### src/rtl/spi_pkg.sv
// Shared SPI definitions: FSM state encoding, default frame width and the
// idle levels of the SPI lines, common to the master and this responder.
package spi_pkg;

    typedef enum logic [1:0] {
        IDLE   = 2'd0,
        ACTIVE = 2'd1,
        DONE   = 2'd2
    } spi_state_e;

    localparam int DEFAULT_DATA_W = 32;

    // Levels the lines rest at when no frame is in progress
    localparam logic SCLK_IDLE = 1'b0;
    localparam logic CS_N_IDLE = 1'b1;
    localparam logic MOSI_IDLE = 1'b0;

endpackage

### src/rtl/spi_slave_rx_tx_if.sv
// SPI pad-side bundle. The master drives clock, select and data out; the
// responder drives miso and its tristate enable.
interface spi_slave_rx_tx_if;

    logic sclk;
    logic cs_n;
    logic mosi;
    logic miso;
    logic miso_oe;

    modport master (
        output sclk,
        output cs_n,
        output mosi,
        input  miso,
        input  miso_oe
    );

    modport slave (
        input  sclk,
        input  cs_n,
        input  mosi,
        output miso,
        output miso_oe
    );

endinterface

### src/rtl/spi_sync_edge.sv
// Multi-flop synchronizer for a raw asynchronous input, followed by one extra
// delayed copy used to produce single-cycle rise/fall pulses.
module spi_sync_edge #(
    parameter int   STAGES    = 2,
    parameter logic RESET_VAL = 1'b0
) (
    input  logic clk,
    input  logic rst,
    input  logic d_i,
    output logic sync_o,
    output logic rise_o,
    output logic fall_o
);

    logic [STAGES-1:0] sync_q;
    logic              dly_q;

    // Synchronizer chain plus the delayed copy, all resetting to the idle level
    always_ff @(posedge clk or posedge rst) begin
        if (rst) begin
            sync_q <= {STAGES{RESET_VAL}};
            dly_q  <= RESET_VAL;
        end else begin
            sync_q <= {sync_q[STAGES-2:0], d_i};
            dly_q  <= sync_q[STAGES-1];
        end
    end

    assign sync_o = sync_q[STAGES-1];
    assign rise_o = sync_o & ~dly_q;
    assign fall_o = ~sync_o & dly_q;

endmodule

### src/rtl/spi_slave_rx_tx.sv
// SPI mode-0 responder. Oversamples the raw SPI lines in the system clock
// domain, receives one DATA_W-bit word MSB-first and returns a word latched
// when chip select falls.
module spi_slave_rx_tx
    import spi_pkg::*;
#(
    parameter int DATA_W      = DEFAULT_DATA_W,
    parameter int SYNC_STAGES = 2
) (
    input  logic              clk,
    input  logic              rst,
    spi_slave_rx_tx_if.slave  spi,
    input  logic [DATA_W-1:0] tx_data,
    output logic [DATA_W-1:0] rx_data,
    output logic              rx_valid,
    output logic              frame_err,
    output logic              busy
);

    localparam int CNT_W = $clog2(DATA_W + 1);
    localparam logic [CNT_W-1:0] CNT_FULL = CNT_W'(DATA_W);

    localparam logic [1:0] S_IDLE   = IDLE;
    localparam logic [1:0] S_ACTIVE = ACTIVE;
    localparam logic [1:0] S_DONE   = DONE;

    logic sclk_s, sclk_rise, sclk_fall;
    logic cs_n_s, cs_rise, cs_fall;
    logic mosi_s;
    logic [SYNC_STAGES-1:0] mosi_sync_q;

    logic [1:0]        state_q, state_d;
    logic [CNT_W-1:0]  bit_cnt_q, bit_cnt_d;
    logic [DATA_W-1:0] rx_shift_q, rx_shift_d;
    logic [DATA_W-1:0] tx_shift_q, tx_shift_d;
    logic [DATA_W-1:0] rx_data_q, rx_data_d;
    logic              rx_valid_q, rx_valid_d;
    logic              frame_err_q, frame_err_d;

    spi_sync_edge #(.STAGES(SYNC_STAGES), .RESET_VAL(SCLK_IDLE)) u_sclk_sync (
        .clk    (clk),
        .rst    (rst),
        .d_i    (spi.sclk),
        .sync_o (sclk_s),
        .rise_o (sclk_rise),
        .fall_o (sclk_fall)
    );

    spi_sync_edge #(.STAGES(SYNC_STAGES), .RESET_VAL(CS_N_IDLE)) u_cs_sync (
        .clk    (clk),
        .rst    (rst),
        .d_i    (spi.cs_n),
        .sync_o (cs_n_s),
        .rise_o (cs_rise),
        .fall_o (cs_fall)
    );

    // mosi only needs the same synchronizer depth so it lines up with sclk edges
    always_ff @(posedge clk or posedge rst) begin
        if (rst) begin
            mosi_sync_q <= {SYNC_STAGES{MOSI_IDLE}};
        end else begin
            mosi_sync_q <= {mosi_sync_q[SYNC_STAGES-2:0], spi.mosi};
        end
    end

    assign mosi_s = mosi_sync_q[SYNC_STAGES-1];

    // Frame sequencing; a chip-select release always takes priority over sclk edges
    always_comb begin
        state_d     = state_q;
        bit_cnt_d   = bit_cnt_q;
        rx_shift_d  = rx_shift_q;
        tx_shift_d  = tx_shift_q;
        rx_data_d   = rx_data_q;
        rx_valid_d  = 1'b0;
        frame_err_d = 1'b0;
        case (state_q)
            S_IDLE: begin
                if (cs_fall) begin
                    tx_shift_d = tx_data;
                    bit_cnt_d  = '0;
                    rx_shift_d = '0;
                    state_d    = S_ACTIVE;
                end
            end
            S_ACTIVE: begin
                if (cs_rise) begin
                    frame_err_d = 1'b1;
                    state_d     = S_IDLE;
                end else if (bit_cnt_q == CNT_FULL) begin
                    rx_data_d  = rx_shift_q;
                    rx_valid_d = 1'b1;
                    state_d    = S_DONE;
                end else if (sclk_rise) begin
                    rx_shift_d = {rx_shift_q[DATA_W-2:0], mosi_s};
                    bit_cnt_d  = bit_cnt_q + CNT_W'(1);
                end else if (sclk_fall) begin
                    tx_shift_d = {tx_shift_q[DATA_W-2:0], 1'b0};
                end
            end
            S_DONE: begin
                if (cs_rise) begin
                    state_d = S_IDLE;
                end
            end
            default: state_d = S_IDLE;
        endcase
    end

    // State and datapath registers
    always_ff @(posedge clk or posedge rst) begin
        if (rst) begin
            state_q     <= S_IDLE;
            bit_cnt_q   <= '0;
            rx_shift_q  <= '0;
            tx_shift_q  <= '0;
            rx_data_q   <= '0;
            rx_valid_q  <= 1'b0;
            frame_err_q <= 1'b0;
        end else begin
            state_q     <= state_d;
            bit_cnt_q   <= bit_cnt_d;
            rx_shift_q  <= rx_shift_d;
            tx_shift_q  <= tx_shift_d;
            rx_data_q   <= rx_data_d;
            rx_valid_q  <= rx_valid_d;
            frame_err_q <= frame_err_d;
        end
    end

    assign spi.miso    = (state_q == S_ACTIVE) ? tx_shift_q[DATA_W-1] : 1'b0;
    assign spi.miso_oe = ~cs_n_s;
    assign rx_data     = rx_data_q;
    assign rx_valid    = rx_valid_q;
    assign frame_err   = frame_err_q;
    assign busy        = (state_q == S_ACTIVE);

    // sclk level itself is not needed beyond its edges
    logic unused_sclk_s;
    assign unused_sclk_s = sclk_s;

endmodule

### src/flat_wrapper.sv
// flat-port wrapper written by rule: the top's interface ports become plain ports
module spi_slave_rx_tx_flat import spi_pkg::*;
#(
    parameter int DATA_W      = DEFAULT_DATA_W,
    parameter int SYNC_STAGES = 2
)
  (clk, rst, tx_data, rx_data, rx_valid, frame_err, busy, spi_sclk, spi_cs_n, spi_mosi, spi_miso, spi_miso_oe);
  spi_slave_rx_tx_if spi_i ();
  input  logic clk;
  input  logic rst;
  input  logic [DATA_W-1:0] tx_data;
  output logic [DATA_W-1:0] rx_data;
  output logic rx_valid;
  output logic frame_err;
  output logic busy;
  input wire logic [$bits(spi_i.sclk)-1:0] spi_sclk;
  input wire logic [$bits(spi_i.cs_n)-1:0] spi_cs_n;
  input wire logic [$bits(spi_i.mosi)-1:0] spi_mosi;
  output wire logic [$bits(spi_i.miso)-1:0] spi_miso;
  output wire logic [$bits(spi_i.miso_oe)-1:0] spi_miso_oe;
  assign spi_i.sclk = spi_sclk;
  assign spi_i.cs_n = spi_cs_n;
  assign spi_i.mosi = spi_mosi;
  assign spi_miso = spi_i.miso;
  assign spi_miso_oe = spi_i.miso_oe;
  spi_slave_rx_tx #(.DATA_W(DATA_W), .SYNC_STAGES(SYNC_STAGES)) u_core (.clk(clk), .rst(rst), .spi(spi_i), .tx_data(tx_data), .rx_data(rx_data), .rx_valid(rx_valid), .frame_err(frame_err), .busy(busy));
endmodule
### config.mk
export PLATFORM = sky130hd
export DESIGN_NAME = spi_slave_rx_tx_flat
export DESIGN_NICKNAME = d
export VERILOG_FILES = /design/src/rtl/spi_pkg.sv /design/src/rtl/spi_slave_rx_tx_if.sv /design/src/rtl/spi_sync_edge.sv /design/src/rtl/spi_slave_rx_tx.sv /design/src/flat_wrapper.sv
export SDC_FILE = /design/constraint.sdc
export NUM_CORES = 1
export LEC_CHECK = 0
export BUFFER_PORTS_ARGS = -buffer_cell sky130_fd_sc_hd__buf_2
export CAP_MARGIN = 25
export CORE_MARGIN = 1
export CORE_UTILIZATION = 51
export CTS_CLUSTER_SIZE = 24
export DETAILED_ROUTE_END_ITERATION = 16
export PLACE_DENSITY = 0.8
export SLEW_MARGIN = 5
export SYNTH_ARGS = -nofsm -noshare
export SYNTH_HDL_FRONTEND = slang
export SYNTH_SLANG_ARGS = --single-unit
### constraint.sdc
create_clock -name clk -period 3.15 [get_ports clk]
set_clock_uncertainty 0.05 [all_clocks]
set_input_delay 0.315 -clock clk [delete_from_list [all_inputs] [get_ports clk]]
set_output_delay 0.315 -clock clk [all_outputs]
set_load 0.03 [all_outputs]
* After elaboration in Yosys (flattened, before gate mapping)
Cells that the tools add are included.
** Word-level totals
- Output and inout bits :: 37
- Flip-flop bits (word level) :: 114
- Input port bits :: 37
** Cells by class
- Reductions and logical operators :: 6
- Multiplexer cells :: 27
- Bitwise operators :: 9
- Add/sub/neg operators :: 1
- Equal/unequal tests :: 11
** Operators with widths (number)
- $mux 32 :: 9
- $pmux 32 s2 :: 2
- $mux 6 :: 4
- $pmux 6 s2 :: 1
- $mux 2 :: 4
- $ne 2x1->1 const B :: 4
- $add 6x1->6 const B :: 1
- $eq 6x6->1 const B :: 1
- $mux 1 :: 6
- $ne 2x2->1 const B :: 3
- $pmux 2 s3 :: 1
- $reduce_and 3->1 :: 2
- $reduce_and 6->1 :: 1
- $not 1->1 :: 5
- $reduce_and 5->1 :: 1
- $and 1x1->1 :: 4
- $ne 3x1->1 const B :: 1
- $eq 2x1->1 const B :: 1
- $eq 2x2->1 const B :: 1
- $logic_not 2->1 :: 1
- $reduce_bool 2->1 :: 1

* Depth between registers and ports, before layout
- Depth in word-level cells :: 7
- Gate-level depth with buffers :: 7
- Gate-level depth less buffers :: 6

* Hierarchy
Synthesis repeated with hierarchy kept, for this count alone.
** Second synthesis, totals
- Cells, all modules :: 385
- Area total of the unflattened synthesis :: 4722.0 um^2
** Modules (own cells, without submodules)
- spi_slave_rx_tx :: area each 4530.6 um^2, cells each 373, times used 1
- spi_sync_edge at u_core.u_cs_sync :: area each 97.6 um^2, cells each 6, times used 1
- spi_sync_edge at u_core.u_sclk_sync :: area each 93.8 um^2, cells each 6, times used 1

* Worst setup path before layout
Ideal clock, no wire load.
- Kind :: register -> output
- Start point :: register u_core.state_q[1]
- End point :: output port spi_miso
- Data required time :: 2.785 ns
- Arrival time :: 1.826 ns
- Path buffers :: 2
- Slack :: 0.959 ns
- Stages on the path, launching flop included :: 6
- Path through :: dfrtp_1 -> nand2b_1 -> clkinv_1 -> clkbuf_1 -> buf_1 -> and2_1
** On the way
- Cells in the longest elaborated chain, start to end :: 2
** RTL lines
- start, declared :: line spi_slave_rx_tx.sv:32 : logic [1:0] state_q, state_d;
- start signal, assigned :: line spi_slave_rx_tx.sv:122 : state_q <= state_d;
- $eq 2x1->1
- named net busy :: line flat_wrapper.sv:15 : output logic busy;
- $mux 1 :: line spi_slave_rx_tx.sv:132 : assign spi.miso = (state_q == S_ACTIVE) ? tx_shift_q[DATA_W-1] : 1'b0;
- end, declared :: line flat_wrapper.sv:19 : output wire logic [$bits(spi_i.miso)-1:0] spi_miso;
The timed path passes the listed nets, and every way through them passes these cells.

* Worst setup path after layout
- Start point :: register u_core.state_q[0]
- End point :: output port spi_miso
** On the way
- Cells in the longest elaborated chain, start to end :: 2
** RTL lines (line)
- $eq 2x1->1 :: spi_slave_rx_tx.sv:132
- $mux 1 :: spi_slave_rx_tx.sv:132
Every way passes these cells.

==> metrics <==
CTS tree built; combinational share of power 0.137; area of placed instances 0.00538 mm^2; worst-case reg-to-reg path depth 8; Worst Hold Depth 2; Chip Width between 90 and 100 um; Layout area overhead 23.1%; number of DRC markers in iteration 0 between 200 and 300; post-synth net total 494; Setup TNS 0 ps; post-cts resize count 0; measured slew at the worst slew-check pin 869 ps; NetSw 1140 uW; CTS Root Cell clkbuf_8; final setup vio count 0; Initial Util 0.527; ranking of synthesized cells by area dfrtp_1 57%, nand2_1 11%, mux2_2 9.9%; pwr/cell area 705 mW/mm^2; status finished, final reports clean; Clk Latency, worst-skew pair 510 ps; Hold EP u_core.tx_shift_q[0]; drt pass-1 iters 4; leakage 0.00312 uW; CTS clk-pin slew, worst paths 60 ps; NumNets Final 574; Slew headroom 0.412; H-Tree Depth 4; Synth Warn # 0; hold crit path type in2reg; Fin. Hold Viols 0; cell row count 35; postcts setup bufs 0; die height around 100 um; Seq/Total Area, Yosys 0.583; Design Area, Final between 0.006 and 0.007 mm^2; WL/cell about 13 um; Flop pwr share 0.423; Final Max Tran Viols 0; # clock sinks 114; GRT Total Usage 0.198; DRT antenna net count 0; r2r endpoint u_core.rx_shift_q[21]; first-pass GRT wire length 15500 um; Via Count 3449; Mean Syn Cell Area 10.8 um^2; top-area cell type share of the netlist area 0.567; die area 0.0100 mm^2; Final WS setup 434 ps; pre-CTS WS 707 ps; # Max-Cap Violations 0; VDD IR-drop max about 0.42 mV; final wirelength ~9000 um; period utilization 0.862; crit path capture type output pin; Netlist cell types 37; Crit Path Category reg2out; Worst EP required 2780 ps; fin crit period 2720 ps; CP top delay family buffers and inverters; slowest CP cell buf_4; crit path cell chain nand2b_1, inv_2, buf_4, and2_1, buf_2; layout cells sized above 1 0.325; Final Core Density 0.649; Hold Path Origin tx_data[0]; Int Pwr just over 3000 uW; gp weighted congestion 0.882; number of global-route vias before repair 3428; clock share of power 0.440; Yosys top cell by area dfrtp_1; cts bufs inserted 17; initial antenna violation count 0; hold_ws 22.9 ps; number of synthesized register bits between 100 and 150; fmax 0.368 GHz; n_diodes 0; via/cell ratio 5.09; Critical Path Start Type register; largest net degree at the start of global routing 73; Switching Share 0.268; hpwl dp 5740 um; total grt overflow 0; crit-path max cell delay ~570 ps; Worst Path Buf+Inv 3; RSZ-0062 raised after global routing no; clk buf depth 2; hold_buf cts 4; Post-Syn Instances 455; post-synth design cell area 0.00490 mm^2; drt drc 0; Core ar. 0.00928 mm^2; arrival time at the worst endpoint 2350 ps; FF-to-FF Start u_core.bit_cnt_q[0]; Buffers on Ports 73; worst reg2reg setup slack 670 ps; peak fanout along the critical path 68; I/O pins 74
## state kept, by name, indices dropped and copies added, names as in the netlist
signal / flops
u_core.u_cs_sync.dly_q: 1
u_core.rx_shift_q: 32
u_core.u_cs_sync.sync_q: 2
u_core.tx_shift_q: 32
u_core.u_sclk_sync.dly_q: 1
u_core.frame_err: 1
u_core.mosi_sync_q: 2
u_core.state_q: 2
u_core.u_sclk_sync.sync_q: 2
u_core.rx_data: 32
u_core.rx_valid: 1
u_core.bit_cnt_q: 6
## placed cells by master (no fill, tap or decap), types with 2 or more instances in the layout
cell / Yosys / layout
a21bo_2: 11 / 11
a21oi_1: 2 / 2
buf_12: 0 / 2
buf_2: 6 / 73
buf_4: 0 / 7
bufinv_16: 0 / 2
clkbuf_16: 0 / 16
clkinv_4: 0 / 3
clkinvlp_4: 0 / 4
dfrtp_1: 111 / 111
dfstp_2: 3 / 3
dlygate4sd3_1: 0 / 4
ha_1: 2 / 2
inv_1: 29 / 28
inv_6: 0 / 5
inv_8: 0 / 2
mux2_2: 43 / 43
mux2i_1: 23 / 23
nand2_1: 141 / 141
nand2b_1: 4 / 4
nand3_1: 3 / 3
nand4_1: 10 / 10
nor2_1: 4 / 4
nor2b_1: 3 / 3
nor3_1: 2 / 2
o21ai_0: 22 / 22
## final cells by class
cell class / instances / area [um^2]
Fill cell: 773 / 3260
Sequential cell: 114 / 2860
Multi-Input combinational cell: 286 / 1800
Timing Repair Buffer: 86 / 498
Clock buffer: 17 / 414
Clock inverter: 15 / 175
Tap cell: 129 / 161
Inverter: 30 / 116
## cells in the mapped netlist (all sizes together)
master,instances
nor3,2
inv,29
a311oi,1
mux2i,23
o21ai,23
nand4,11
clkbuf,15
a21boi,1
mux2,43
ha,2
a32o,1
nand3,3
a221oi,1
buf,10
a21bo,11
dfrtp,111
nor2b,3
o22ai,1
and4bb,1
nor4b,1
nand2,142
a21oi,2
a22o,1
o21bai,1
clkinv,1
and2,1
dfstp,3
a41o,1
nand2b,4
or4,1
o211a,1
nor2,4
## power by group through the flow
stage	clock network, uW	logic [uW]	registers, uW
floorplan	0	478	1780
global placement	0	557	1800
detailed placement	0	578	1820
CTS	1900	589	1790
global route	1960	665	1820
finish	1870	581	1800
## layer usage
metal  vias up  share of wire  GRT usage
li1       1656              -          -
met3        15          0.039     0.0487
met1      1687           0.45      0.251
met4         0          0.014     0.0803
met2        91           0.49      0.330
met5         -              0          0
## cells by family after synthesis
logic type               Yosys count  synth area share
flip-flops                       114             0.583
multiplexers                      66             0.146
AND/OR/NAND/NOR                  173             0.149
adder cells (fa/ha/maj)            2           0.00511
AO/OA/AOI/OAI                     45            0.0682
buffers and inverters             55            0.0483
## worst max-delay path by stage
stage	from	endpoint	slack (ps)	cells past startpoint
5_1_grt	u_core.state_q[0]	spi_miso	300	5
6_report	u_core.state_q[0]	spi_miso	430	5
3_3_place_gp	u_core.bit_cnt_q[0]	u_core.rx_shift_q[21]	780	8
2_1_floorplan	u_core.state_q[1]	spi_miso	960	5
3_5_place_dp	u_core.bit_cnt_q[0]	u_core.rx_shift_q[17]	710	8
4_1_cts	u_core.state_q[0]	spi_miso	430	5
## metrics by stage
stage               power (uW)  instances
global route              4450        677
global placement          2360        640
floorplan                 2260        455
CTS                       4280        676
finish                    4250        677
detailed placement        2400        640
No activity file was read; power rests on OpenSTA's default activity.
